**src/rtl/fetch_unit_pkg.sv**
```systemverilog
// Shared definitions for the fetch stage: address/instruction widths,
// fetch FSM encodings, the default reset PC and the sequential-PC helper.
package fetch_unit_pkg;

   localparam int unsigned MEM_ADDR_BUS_W = 32;
   localparam int unsigned INST_W         = 32;

   localparam logic [MEM_ADDR_BUS_W-1:0] RESET_PC_DEFAULT = 32'h0000_0000;

   typedef enum logic [1:0] {
      FETCH_ST = 2'd0,
      HOLD_ST  = 2'd1,
      DROP_ST  = 2'd2
   } fetch_state_e;

   // Sequential successor; wraps modulo 2^32.
   function automatic logic [MEM_ADDR_BUS_W-1:0] seq_next_pc(input logic [MEM_ADDR_BUS_W-1:0] pc);
      return pc + 32'd4;
   endfunction

endpackage

```
**src/rtl/if_skid_buffer.sv**
```systemverilog
// One-entry {pc, inst, pred} holding register with load/unload/clear
// controls; clear and unload take priority over load.
module if_skid_buffer
   import fetch_unit_pkg::*;
(
   input  logic                      clock,
   input  logic                      reset,
   input  logic                      load,
   input  logic                      unload,
   input  logic                      clear,
   input  logic [MEM_ADDR_BUS_W-1:0] in_pc,
   input  logic [INST_W-1:0]         in_inst,
   input  logic                      in_pred,
   output logic                      out_valid,
   output logic [MEM_ADDR_BUS_W-1:0] out_pc,
   output logic [INST_W-1:0]         out_inst,
   output logic                      out_pred
);

   logic                      valid_q, valid_d;
   logic [MEM_ADDR_BUS_W-1:0] pc_q, pc_d;
   logic [INST_W-1:0]         inst_q, inst_d;
   logic                      pred_q, pred_d;

   // Next-entry selection.
   always_comb begin
      valid_d = valid_q;
      pc_d    = pc_q;
      inst_d  = inst_q;
      pred_d  = pred_q;
      if (clear || unload) begin
         valid_d = 1'b0;
      end else if (load) begin
         valid_d = 1'b1;
         pc_d    = in_pc;
         inst_d  = in_inst;
         pred_d  = in_pred;
      end else begin
         valid_d = valid_q;
      end
   end

   // Entry register.
   always_ff @(posedge clock) begin
      if (reset) begin
         valid_q <= 1'b0;
         pc_q    <= 32'h0000_0000;
         inst_q  <= 32'h0000_0000;
         pred_q  <= 1'b0;
      end else begin
         valid_q <= valid_d;
         pc_q    <= pc_d;
         inst_q  <= inst_d;
         pred_q  <= pred_d;
      end
   end

   assign out_valid = valid_q;
   assign out_pc    = pc_q;
   assign out_inst  = inst_q;
   assign out_pred  = pred_q;

endmodule

```
**src/rtl/fetch_unit.sv**
```systemverilog
// Instruction-fetch stage: owns the fetch PC, single-outstanding memory port,
// one-entry skid and redirect/drop handling. Optional macro: FETCH_PREDICT_EN.
module fetch_unit
   import fetch_unit_pkg::*;
#(
   parameter logic [MEM_ADDR_BUS_W-1:0] RESET_PC = RESET_PC_DEFAULT
) (
   input  logic                      clock,
   input  logic                      reset,
   output logic [MEM_ADDR_BUS_W-1:0] bp_pc,
   input  logic [MEM_ADDR_BUS_W-1:0] bp_next_pc,
   input  logic                      bp_prediction,
   output logic                      mem_req,
   output logic [MEM_ADDR_BUS_W-1:0] mem_addr,
   input  logic                      mem_ready,
   input  logic [INST_W-1:0]         mem_data,
   input  logic                      stall,
   input  logic                      redirect,
   input  logic [MEM_ADDR_BUS_W-1:0] redirect_pc,
   output logic                      if_valid,
   output logic [MEM_ADDR_BUS_W-1:0] if_pc,
   output logic [INST_W-1:0]         if_inst,
   output logic                      if_prediction
);

   fetch_state_e              state_q, state_d;
   logic [MEM_ADDR_BUS_W-1:0] pc_q, pc_d;
   logic [MEM_ADDR_BUS_W-1:0] req_addr_q, req_addr_d;
   logic                      if_valid_q, if_valid_d;
   logic [MEM_ADDR_BUS_W-1:0] if_pc_q, if_pc_d;
   logic [INST_W-1:0]         if_inst_q, if_inst_d;
   logic                      if_pred_q, if_pred_d;

   logic [MEM_ADDR_BUS_W-1:0] next_pc_s;
   logic                      pred_s;
   logic                      slot_free_s;
   logic                      mem_req_s;
   logic [MEM_ADDR_BUS_W-1:0] mem_addr_s;
   logic                      skid_load_s, skid_unload_s, skid_clear_s;
   logic                      skid_valid_s;
   logic [MEM_ADDR_BUS_W-1:0] skid_pc_s;
   logic [INST_W-1:0]         skid_inst_s;
   logic                      skid_pred_s;

`ifdef FETCH_PREDICT_EN
   assign next_pc_s = bp_next_pc;
   assign pred_s    = bp_prediction;
`else
   logic unused_bp_s;
   assign next_pc_s   = seq_next_pc(pc_q);
   assign pred_s      = 1'b0;
   assign unused_bp_s = ^{bp_next_pc, bp_prediction};
`endif

   assign slot_free_s = !if_valid_q || !stall;

   if_skid_buffer u_skid (
      .clock     (clock),
      .reset     (reset),
      .load      (skid_load_s),
      .unload    (skid_unload_s),
      .clear     (skid_clear_s),
      .in_pc     (pc_q),
      .in_inst   (mem_data),
      .in_pred   (pred_s),
      .out_valid (skid_valid_s),
      .out_pc    (skid_pc_s),
      .out_inst  (skid_inst_s),
      .out_pred  (skid_pred_s)
   );

   // Next-state, memory port and output-slot control; redirect overrides last.
   always_comb begin
      state_d       = state_q;
      pc_d          = pc_q;
      req_addr_d    = req_addr_q;
      if_pc_d       = if_pc_q;
      if_inst_d     = if_inst_q;
      if_pred_d     = if_pred_q;
      skid_load_s   = 1'b0;
      skid_unload_s = 1'b0;
      skid_clear_s  = 1'b0;
      mem_req_s     = 1'b0;
      mem_addr_s    = pc_q;

      if (if_valid_q && !stall) begin
         if_valid_d = 1'b0;
      end else begin
         if_valid_d = if_valid_q;
      end

      case (state_q)
         FETCH_ST: begin
            mem_req_s  = 1'b1;
            mem_addr_s = pc_q;
            req_addr_d = pc_q;
            if (mem_ready) begin
               pc_d = next_pc_s;
               if (slot_free_s) begin
                  if_valid_d = 1'b1;
                  if_pc_d    = pc_q;
                  if_inst_d  = mem_data;
                  if_pred_d  = pred_s;
               end else begin
                  skid_load_s = 1'b1;
                  state_d     = HOLD_ST;
               end
            end else begin
               state_d = FETCH_ST;
            end
         end
         HOLD_ST: begin
            if (slot_free_s) begin
               if_valid_d    = skid_valid_s;
               if_pc_d       = skid_pc_s;
               if_inst_d     = skid_inst_s;
               if_pred_d     = skid_pred_s;
               skid_unload_s = 1'b1;
               state_d       = FETCH_ST;
            end else begin
               state_d = HOLD_ST;
            end
         end
         DROP_ST: begin
            mem_req_s  = 1'b1;
            mem_addr_s = req_addr_q;
            if (mem_ready) begin
               state_d = FETCH_ST;
            end else begin
               state_d = DROP_ST;
            end
         end
         default: begin
            state_d = FETCH_ST;
         end
      endcase

      // A retiring drop still returns to FETCH so the port cannot deadlock.
      if (redirect) begin
         pc_d          = redirect_pc;
         if_valid_d    = 1'b0;
         skid_load_s   = 1'b0;
         skid_unload_s = 1'b0;
         skid_clear_s  = 1'b1;
         case (state_q)
            FETCH_ST: state_d = mem_ready ? FETCH_ST : DROP_ST;
            HOLD_ST:  state_d = FETCH_ST;
            DROP_ST:  state_d = mem_ready ? FETCH_ST : DROP_ST;
            default:  state_d = FETCH_ST;
         endcase
      end else begin
         skid_clear_s = 1'b0;
      end
   end

   // State and output-slot registers.
   always_ff @(posedge clock) begin
      if (reset) begin
         state_q    <= FETCH_ST;
         pc_q       <= RESET_PC;
         req_addr_q <= 32'h0000_0000;
         if_valid_q <= 1'b0;
         if_pc_q    <= 32'h0000_0000;
         if_inst_q  <= 32'h0000_0000;
         if_pred_q  <= 1'b0;
      end else begin
         state_q    <= state_d;
         pc_q       <= pc_d;
         req_addr_q <= req_addr_d;
         if_valid_q <= if_valid_d;
         if_pc_q    <= if_pc_d;
         if_inst_q  <= if_inst_d;
         if_pred_q  <= if_pred_d;
      end
   end

   assign bp_pc         = pc_q;
   assign mem_req       = mem_req_s;
   assign mem_addr      = mem_addr_s;
   assign if_valid      = if_valid_q;
   assign if_pc         = if_pc_q;
   assign if_inst       = if_inst_q;
   assign if_prediction = if_pred_q;

endmodule
```
**config.mk**
```make
export PLATFORM = sky130hd
export DESIGN_NAME = fetch_unit
export DESIGN_NICKNAME = d
export VERILOG_FILES = /design/src/rtl/fetch_unit_pkg.sv /design/src/rtl/if_skid_buffer.sv /design/src/rtl/fetch_unit.sv
export SDC_FILE = /design/constraint.sdc
export NUM_CORES = 1
export LEC_CHECK = 0
export ABC_AREA = 0
export ABC_CLOCK_PERIOD_IN_PS = 4960
export BUFFER_PORTS_ARGS = -buffer_cell sky130_fd_sc_hd__buf_2
export CAP_MARGIN = 10
export CORE_ASPECT_RATIO = 0.6
export CORE_MARGIN = 2
export CORE_UTILIZATION = 59
export CTS_BUF_LIST = sky130_fd_sc_hd__clkbuf_4 sky130_fd_sc_hd__clkbuf_8
export CTS_CLUSTER_SIZE = 28
export DETAILED_ROUTE_END_ITERATION = 12
export PLACE_DENSITY = 0.92
export SLEW_MARGIN = 10
export SYNTH_ARGS = -nofsm -noshare
export SYNTH_HDL_FRONTEND = slang
export SYNTH_SLANG_ARGS = --single-unit
```
**constraint.sdc**
```tcl
create_clock -name clock -period 4.96 [get_ports clock]
set_clock_uncertainty 0.1 [all_clocks]
set_input_delay 0 -clock clock [delete_from_list [all_inputs] [get_ports clock]]
set_output_delay 0 -clock clock [all_outputs]
set_load 0.01 [all_outputs]
```
==> results.yml, run 1 <==
run_status:
  status: "complete, no violations"
clocking:
  htreeDepth: 4
  insertion_delay_ps: 460
  cts_root_buf: "clkbuf_8"
  clock_sinks: 196
  cts.path.max_buffers: 2
  numCtsBuffers: 17
  clk_pin_slew_worst_paths_ps: 110
  cts_tree: "done"
timing:
  fmax_mhz: 367
  hold_viol_final: 0
  rsz0062_at_grt: "false"
  slew-limit-headroom: 0.293
  fin_tns_setup_ps: 0
  tightest_slew_ps: 1060
  fin_crit_ps: 2720
  finalSetupViolations: 0
  fin_ws_ps: 2240
  drv_slew: 0
  finalCritPeriodShare: 0.549
job:
  cap_violations: 0
floorplan:
  rows: 34
  design.die.area_mm2: 0.0156
  chipWidth_um: 160
  io_pins: 233
  start_util: 0.599
  coreArea_mm2: 0.0143
  die_h_um: 97.5
synth:
  synthXorXnorAreaFrac: 0.0133
  yosysSeqAreaShare: 0.457
  synth-simple-area-share: 0.251
  synth_mux_area_frac: 0.0443
  yosysUniqueCellTypes: 52
  synth_top_family_by_area: "simple AND/OR/NAND/NOR gates"
  synth_edf_count: 0
  synth.ff_latch_count: 196
  synth_fa_ha_area_frac: 0.00146
  netlist_instances: 1072
  netlist_area_mm2: 0.00859
  ys_warn_count: 0
  synth-main-ff-cell: "dfxtp_1"
  synth_compound_area_frac: 0.170
  syn_avg_cell_area_um2: 8.01
  syn_nets: 1175
  synthArstFlopShare: 0
detailed_routing:
  avgRoutedWirePerCell_um: 16.8
  vias_per_cell: 5.72
  postRouteAntennaNets: 0
  wl_met3_um: 2160
  drc: 0
  drt-initial-drc-count: 929
  totalWireLength_um: 24800
  top_layer: "met4"
  vias: 8476
  met2_length_um: 11300
  m1WireLength_um: 10800
  first_pass_iters: 7
grt:
  antenna_found_initial: 0
  grt_pass1_vias: 7652
  grt_pass1_wl_um: 39400
  grt_max_degree: 109
  grt_use_total: 0.313
  grt_overflow: 0
setup_path:
  crit_arrival_ps: 2980
  critical_path.endpoint: "if_inst[27]"
  slowest_delay_ps: 600
  worst_ep_required_time_ps: 5220
  critPathKind: "reg2reg"
  critical-path-top-delay-family: "buffers and inverters"
  cp_max_fo: 72
  crit_chain: "nor2_1, a211oi_4, buf_4, buf_4, nor2_1, a311oi_1"
  reg2regPathDepth: 6
  reg2reg_to: "if_inst[27]"
  rr_startpoint: "state_q[0]"
  cp.depth: 6
  cp_slowest_cell: "buf_4"
  crit_start: "state_q[0]"
  worstSetupEndpointType: "flip-flop"
  timing.critical_path.buf_inv: 2
  reg2reg_slack_ps: 2240
  critPathLaunchType: "flip-flop"
placement:
  port_buffers: 198
  pre_cts_ws_ps: 2290
  place_hpwl_um: 14500
  gp_congestion: 0.825
layout:
  multi_input_area_mm2: 0.00416
  drive_gt1_frac: 0.228
  nFillCells: 1028
  n_antenna_cell: 0
  area_delta_synth_final_pct: 23.3
  regArea_mm2: 0.00392
  fin_nets: 1373
power:
  vdd_drop_max_mv: 0.205
  power.density_mw_per_mm2: 308
  cellLeakagePower_uw: 0.00427
hold_path:
  holdCritPathClass: "in2reg"
==> Yosys cell counts, drive strengths merged (4+ instances only) <==
cell type / number / area share
nor2: 96 / 0.042
nor3: 7 / 0.0041
inv: 8 / 0.0035
clkbuf: 74 / 0.036
a21oi: 106 / 0.062
nor4: 6 / 0.0061
a311oi: 67 / 0.068
nand4: 10 / 0.013
xor2: 4 / 0.0041
nand2: 330 / 0.14
nor2b: 4 / 0.0029
o21ai: 7 / 0.0041
a211oi: 16 / 0.014
and4: 9 / 0.0092
or4: 6 / 0.0060
buf: 29 / 0.023
nand3: 11 / 0.0064
dfxtp: 196 / 0.46
mux2: 32 / 0.042
and3: 5 / 0.0036
xnor2: 9 / 0.0092
==> cell usage in the layout (no fill, tap or decap), types with 3 or more instances in the layout <==
cell type and instances:
a211oi_1 15, a21oi_1 106, a311o_1 3, a311oi_1 67, and3_1 5, and4_1 9
buf_2 197, buf_4 11, clkbuf_8 18, clkinv_4 5, dfxtp_1 196, dlygate4sd3_1 73
inv_1 8, inv_8 4, mux2_2 32, nand2_1 330, nand3_1 11, nand4_1 7
nand4_4 3, nor2_1 95, nor2b_1 3, nor3_1 6, nor3b_1 3, nor4_1 5
o2111a_1 3, o21ai_0 7, o31ai_1 3, or2_2 3, or4_1 3, xnor2_1 9
xor2_1 4
==> cells by family after synthesis <==
| kind of cell | after synthesis |
|---|---|
| simple gates | 500 |
| compound gates | 216 |
| flops | 196 |
| buf+inv | 111 |
| mux | 34 |
| xor+xnor | 13 |
| fa+ha+maj | 1 |
| other cells | 1 |
==> power breakdown <==
group	switching, uW	internal, uW	total (uW)
logic	247	204	451
clock network	600	478	1080
registers	85.1	1650	1740
total	932	2330	3260
==> how the worst min path moves through the flow <==
stage | slack, ps | to | startpoint | cells after the start
finish | 60 | bp_pc[21] | redirect | 3
detailed placement | 140 | bp_pc[0] | redirect_pc[0] | 3
floorplan | 40 | u_skid.out_inst[0] | mem_data[0] | 2
global route | 90 | bp_pc[21] | redirect | 3
CTS | 20 | bp_pc[21] | redirect | 3
global placement | 140 | bp_pc[0] | redirect_pc[0] | 3
==> worst reg2reg max path: stages (launching register included) <==
cell,delay [ps]
dfxtp_1,540
nor2_1,180
a211oi_4,220
buf_4,600
buf_4,600
nor2_1,120
a311oi_1,290
==> registers in the layout, summed over array words and instances (netlist names) <==
signal            cells
bp_pc                32
if_inst              32
if_pc                32
if_valid              1
req_addr_q           32
state_q               2
u_skid.out_inst      32
u_skid.out_pc        32
u_skid.out_valid      1
==> final cells by class <==
cell class,count,share of cell area
clock buffer,18,0.0234
clock inverter,14,0.0160
timing repair buffer,282,0.171
multi-input combinational,765,0.393
sequential,196,0.371
tap,198,0.0234
inverter,8,0.00284
==> per-stage QoR <==
stage | total power (uW) | util | instances | instance area (um2) | hold WS, ps
2_1_floorplan | 2000 | - | 1072 | 8590 | 36.0
6_report | 3260 | 0.738 | 1481 | 10600 | 58.8
4_1_cts | 3260 | 0.738 | 1481 | 10600 | 15.3
5_1_grt | 3390 | 0.738 | 1481 | 10600 | 88.7
3_5_place_dp | 2160 | 0.658 | 1376 | 9440 | 144
3_3_place_gp | 2150 | 0.658 | 1376 | 9440 | 136
==> repair_timing <==
item	CTS	global route
endpoints found under the hold margin	143	0
gates resized for setup	0	0
hold buffers	73	0
buffers inserted	0	0
==> routing by layer <==
layer  track usage  vias up
met5             0        -
met1         0.434     3906
met3        0.0546       56
met2         0.495      436
met4         0.111        0
li1              -     4078
(Power assumes the default switching activity.)
==> inputs of run 2 (changes only) <==
Settings changed: ABC_CLOCK_PERIOD_IN_PS 4960 to 2750, CORE_UTILIZATION 59 to 54, PLACE_DENSITY 0.92 to 0.86.
Clock period 4.96 ns to 2.75 ns, I/O delays scaled along.
==> results.yml, run 2 (synthesis gave the netlist of run 1 again) <==
timing:
  slew-limit-headroom: 0.463
  drv_slew: 0
  fin_crit_ps: 2420
  finalSetupViolations: 0
  tightest_slew_ps: 805
  rsz0062_at_grt: "false"
  fin_tns_setup_ps: 0
  fmax_mhz: 413
  hold_viol_final: 0
  finalCritPeriodShare: 0.881
clocking:
  htreeDepth: 4
  clk_pin_slew_worst_paths_ps: 100
  holdBufCountCts: 75
  cts.path.max_buffers: 2
  insertion_delay_ps: 460
  cts_root_buf: "clkbuf_8"
  cts_resized: 0
  numCtsBuffers: 17
  post-cts-setup-buffers: 0
  clock_sinks: 196
  cts_tree: "done"
floorplan:
  die_h_um: 102
  io_pins: 233
  coreArea_mm2: 0.0155
  rows: 35
  design.die.area_mm2: 0.0170
  start_util: 0.555
  chipWidth_um: 167
setup_path:
  slowest_delay_ps: 680
  timing.critical_path.buf_inv: 2
  worst_ep_required_time_ps: 2650
  cp_max_fo: 25
  critPathLaunchType: "flip-flop"
  critical-path-top-delay-family: "flip-flops"
  critPathKind: "reg2out"
  crit_chain: "nand2_1, buf_12, mux2_2, buf_2"
  cp_slowest_cell: "dfxtp_1"
  crit_arrival_ps: 2320
  worstSetupEndpointType: "primary output"
detailed_routing:
  drc: 0
  totalWireLength_um: 25700
  vias: 8678
  postRouteAntennaNets: 0
  drt-initial-drc-count: 943
  vias_per_cell: 5.77
  avgRoutedWirePerCell_um: 17.1
  first_pass_iters: 5
run_status:
  status: "complete, no violations"
layout:
  final_area_mm2: 0.0108
  final_common_cell: "nand2_1"
  final_util: 0.696
  area_delta_synth_final_pct: 25.3
  final_cell_mix: "nand2_1, buf_2, dfxtp_1"
  drive_gt1_frac: 0.236
  fin_nets: 1390
  n_antenna_cell: 0
job:
  cap_violations: 0
grt:
  grt_pass1_vias: 7944
  antenna_found_initial: 0
  grt_use_total: 0.298
  grt_pass1_wl_um: 40500
  grt_overflow: 0
  grt_max_degree: 125
placement:
  gp_congestion: 0.834
  place_hpwl_um: 15600
  placed_cell_area_mm2: 0.00960
  port_buffers: 198
power:
  vdd_drop_max_mv: 0.312
  power.density_mw_per_mm2: 546
  cellLeakagePower_uw: 0.00436
hold_path:
  holdCritPathClass: "in2reg"
==> run 2: cell types whose count changed in the layout (fill, tap and decap cells not counted), sizes merged <==
cell,previous run,this run
bufinv,2,1
clkinvlp,2,0
clkinv,6,7
inv,12,14
dlygate4sd3,73,75
buf,209,224
==> run 2: path summary, 6_finish.rpt <==
kind         cells past startpoint                 end           from  slack, ps
max                              4        mem_addr[28]     state_q[1]        330
min                              4  u_skid.out_inst[8]    mem_data[8]        230
max reg2reg                      4           bp_pc[28]     state_q[1]        430
min reg2reg                      2       req_addr_q[3]  req_addr_q[3]        360
==> run 2: per-layer routing <==
layer / track usage / part of all wire / up-vias / routed length, um
li1: - / - / 4115 / -
met4: 0.0855 / 0.017 / 0 / 429
met5: 0 / 0 / - / 0
met2: 0.484 / 0.46 / 409 / 11700
met1: 0.409 / 0.44 / 4114 / 11300
met3: 0.0602 / 0.087 / 40 / 2240
==> run 2: through the flow <==
stage | total power, uW | cells | setup WS (ps) | hold WS (ps)
6_report | 5870 | 1503 | 328 | 232
5_1_grt | 6110 | 1503 | 207 | 213
4_1_cts | 5870 | 1503 | 346 | 209
3_5_place_dp | 3930 | 1396 | 485 | 144
3_3_place_gp | 3910 | 1396 | 524 | 133
2_1_floorplan | 3620 | 1072 | 612 | 36.0
==> run 2: tightest hold or removal path: cells and delay by family <==
family | cells | cell delay [ps]
buf+inv | 2 | 660
simple gates | 1 | 50
compound gates | 1 | 50
==> run 2: final cells by class <==
class,count,area [um2]
Fill cell,1225,4700
Multi-Input combinational cell,765,4160
Sequential cell,196,3920
Timing Repair Buffer,299,1980
Tap cell,203,254
Clock buffer,18,241
Clock inverter,14,168
Inverter,8,30.0
==> run 2: where the power goes <==
part           leakage (uW)  internal, uW  switching [uW]
registers           0.00161          2980             134
logic               0.00255           389             476
clock network      0.000208           777            1120
total               0.00436          4140            1730
==> inputs of run 3 (changes only) <==
==> constraint.sdc (replaced) <==
create_clock -name clock -period 2.75 [get_ports clock]
set_clock_uncertainty 0.1 [all_clocks]
set_input_delay 0.4125 -clock clock [delete_from_list [all_inputs] [get_ports clock]]
set_output_delay 0.4125 -clock clock [all_outputs]
set_load 0.01 [all_outputs]
==> results.yml, run 3 (synthesis gave the netlist of run 1 again) <==
clocking:
  cts_tree: "done"
  insertion_delay_ps: 460
  post-cts-setup-buffers: 0
  cts_root_buf: "clkbuf_8"
  numCtsBuffers: 17
  holdBufCountCts: 0
  cts_resized: 0
  clock_sinks: 196
  clk_pin_slew_worst_paths_ps: 110
  cts.path.max_buffers: 2
  htreeDepth: 4
layout:
  multi_input_area_mm2: 0.00416
  fin_nets: 1323
  final_cell_mix: "nand2_1, buf_2, dfxtp_1"
  drive_gt1_frac: 0.256
  area_delta_synth_final_pct: 17.5
  final_common_cell: "nand2_1"
  nFillCells: 1306
  final_util: 0.652
  regArea_mm2: 0.00393
timing:
  fmax_mhz: 386
  fin_tns_setup_ps: 0
  tightest_slew_ps: 807
  rsz0062_at_grt: "false"
  fin_crit_ps: 2590
  drv_slew: 0
  hold_viol_final: 0
  finalCritPeriodShare: 0.941
  finalSetupViolations: 0
  slew-limit-headroom: 0.462
grt:
  antenna_found_initial: 0
  grt_max_degree: 68
  grt_pass1_wl_um: 38400
  grt_use_total: 0.279
  grt_pass1_vias: 7433
  grt_overflow: 0
floorplan:
  io_pins: 233
  die_h_um: 102
  design.die.area_mm2: 0.0170
  rows: 35
  coreArea_mm2: 0.0155
  start_util: 0.555
  chipWidth_um: 167
setup_path:
  crit_arrival_ps: 2070
  worst_ep_required_time_ps: 2240
  critPathLaunchType: "flip-flop"
  reg2reg_slack_ps: 440
  critPathKind: "reg2out"
  reg2reg_to: "u_skid.out_pc[29]"
  cp_max_fo: 30
  rr_startpoint: "state_q[0]"
  worstSetupEndpointType: "primary output"
  reg2regPathDepth: 5
detailed_routing:
  totalWireLength_um: 24100
  drt-initial-drc-count: 724
  postRouteAntennaNets: 0
  vias_per_cell: 5.75
  avgRoutedWirePerCell_um: 16.8
  vias: 8258
  first_pass_iters: 5
  drc: 0
power:
  vdd_drop_max_mv: 0.375
  cellLeakagePower_uw: 0.00410
  power.density_mw_per_mm2: 574
run_status:
  status: "complete, no violations"
placement:
  place_hpwl_um: 15800
  gp_congestion: 0.841
  port_buffers: 198
hold_path:
  min_path_cells: 3
  min_to: "bp_pc[1]"
  hold_start: "redirect_pc[1]"
  holdCritPathClass: "in2reg"
job:
  cap_violations: 0
-- run 3: cell types whose count changed in the layout (fill, tap and decap cells not counted) --
| cell | previous run | this run |
|---|---|---|
| clkinvlp_4 | 0 | 1 |
| clkinv_4 | 3 | 2 |
| clkinv_2 | 1 | 0 |
| dlygate4sd3_1 | 75 | 0 |
| clkinv_8 | 3 | 1 |
| dfxtp_1 | 196 | 195 |
| dfxtp_2 | 0 | 1 |
| buf_12 | 3 | 5 |
| inv_8 | 2 | 4 |
| buf_4 | 23 | 29 |
| inv_6 | 4 | 5 |
| diode_2 | 0 | 1 |
-- run 3: where the power goes --
| part | total, uW | switching, uW | internal (uW) |
|---|---|---|---|
| combinational | 779 | 455 | 324 |
| sequential | 3100 | 125 | 2980 |
| clock | 1900 | 1130 | 777 |
-- run 3: per-stage QoR --
step	instances	worst slack, ps	area (um2)	hold WS, ps	power (uW)
after CTS	1436	147	10100	60.6	5800
after global routing	1436	2.66	10100	64.5	6030
after detailed placement	1404	346	9680	347	3940
after global placement	1404	383	9680	339	3910
final	1437	163	10100	78.9	5780
after floorplan	1072	612	8590	334	3620
-- run 3: worst max path at each step --
| stage | cells past startpoint | to | from |
|---|---|---|---|
| 6_report | 5 | mem_addr[28] | state_q[0] |
| 4_1_cts | 5 | mem_addr[28] | state_q[0] |
| 3_5_place_dp | 6 | u_skid.out_pc[29] | mem_ready |
| 5_1_grt | 5 | mem_addr[29] | state_q[0] |
| 3_3_place_gp | 6 | u_skid.out_pc[14] | mem_ready |
| 2_1_floorplan | 5 | bp_pc[28] | bp_pc[3] |
-- run 3: final cells by class --
cell class	instances	area share
flip-flops and latches	196	0.389
diodes	1	0.000248
repair buffers	232	0.130
clock buffers	18	0.0239
clock inverters	14	0.0159
well taps	203	0.0252
inverters	8	0.00298
multi-input cells	765	0.412
-- run 3: worst max-delay path: stages, from the launching register on --
cell,delay (ps)
dfxtp_1,550
inv_1,100
nand2_1,180
buf_12,260
mux2_2,380
buf_2,140
-- run 3: layer usage --
layer / vias to the layer above / GRT usage / share of wire
met5: - / 0 / 0
met4: 0 / 0.0716 / 0.012
met3: 30 / 0.0641 / 0.083
met2: 349 / 0.424 / 0.45
met1: 3910 / 0.404 / 0.46
li1: 3969 / - / -
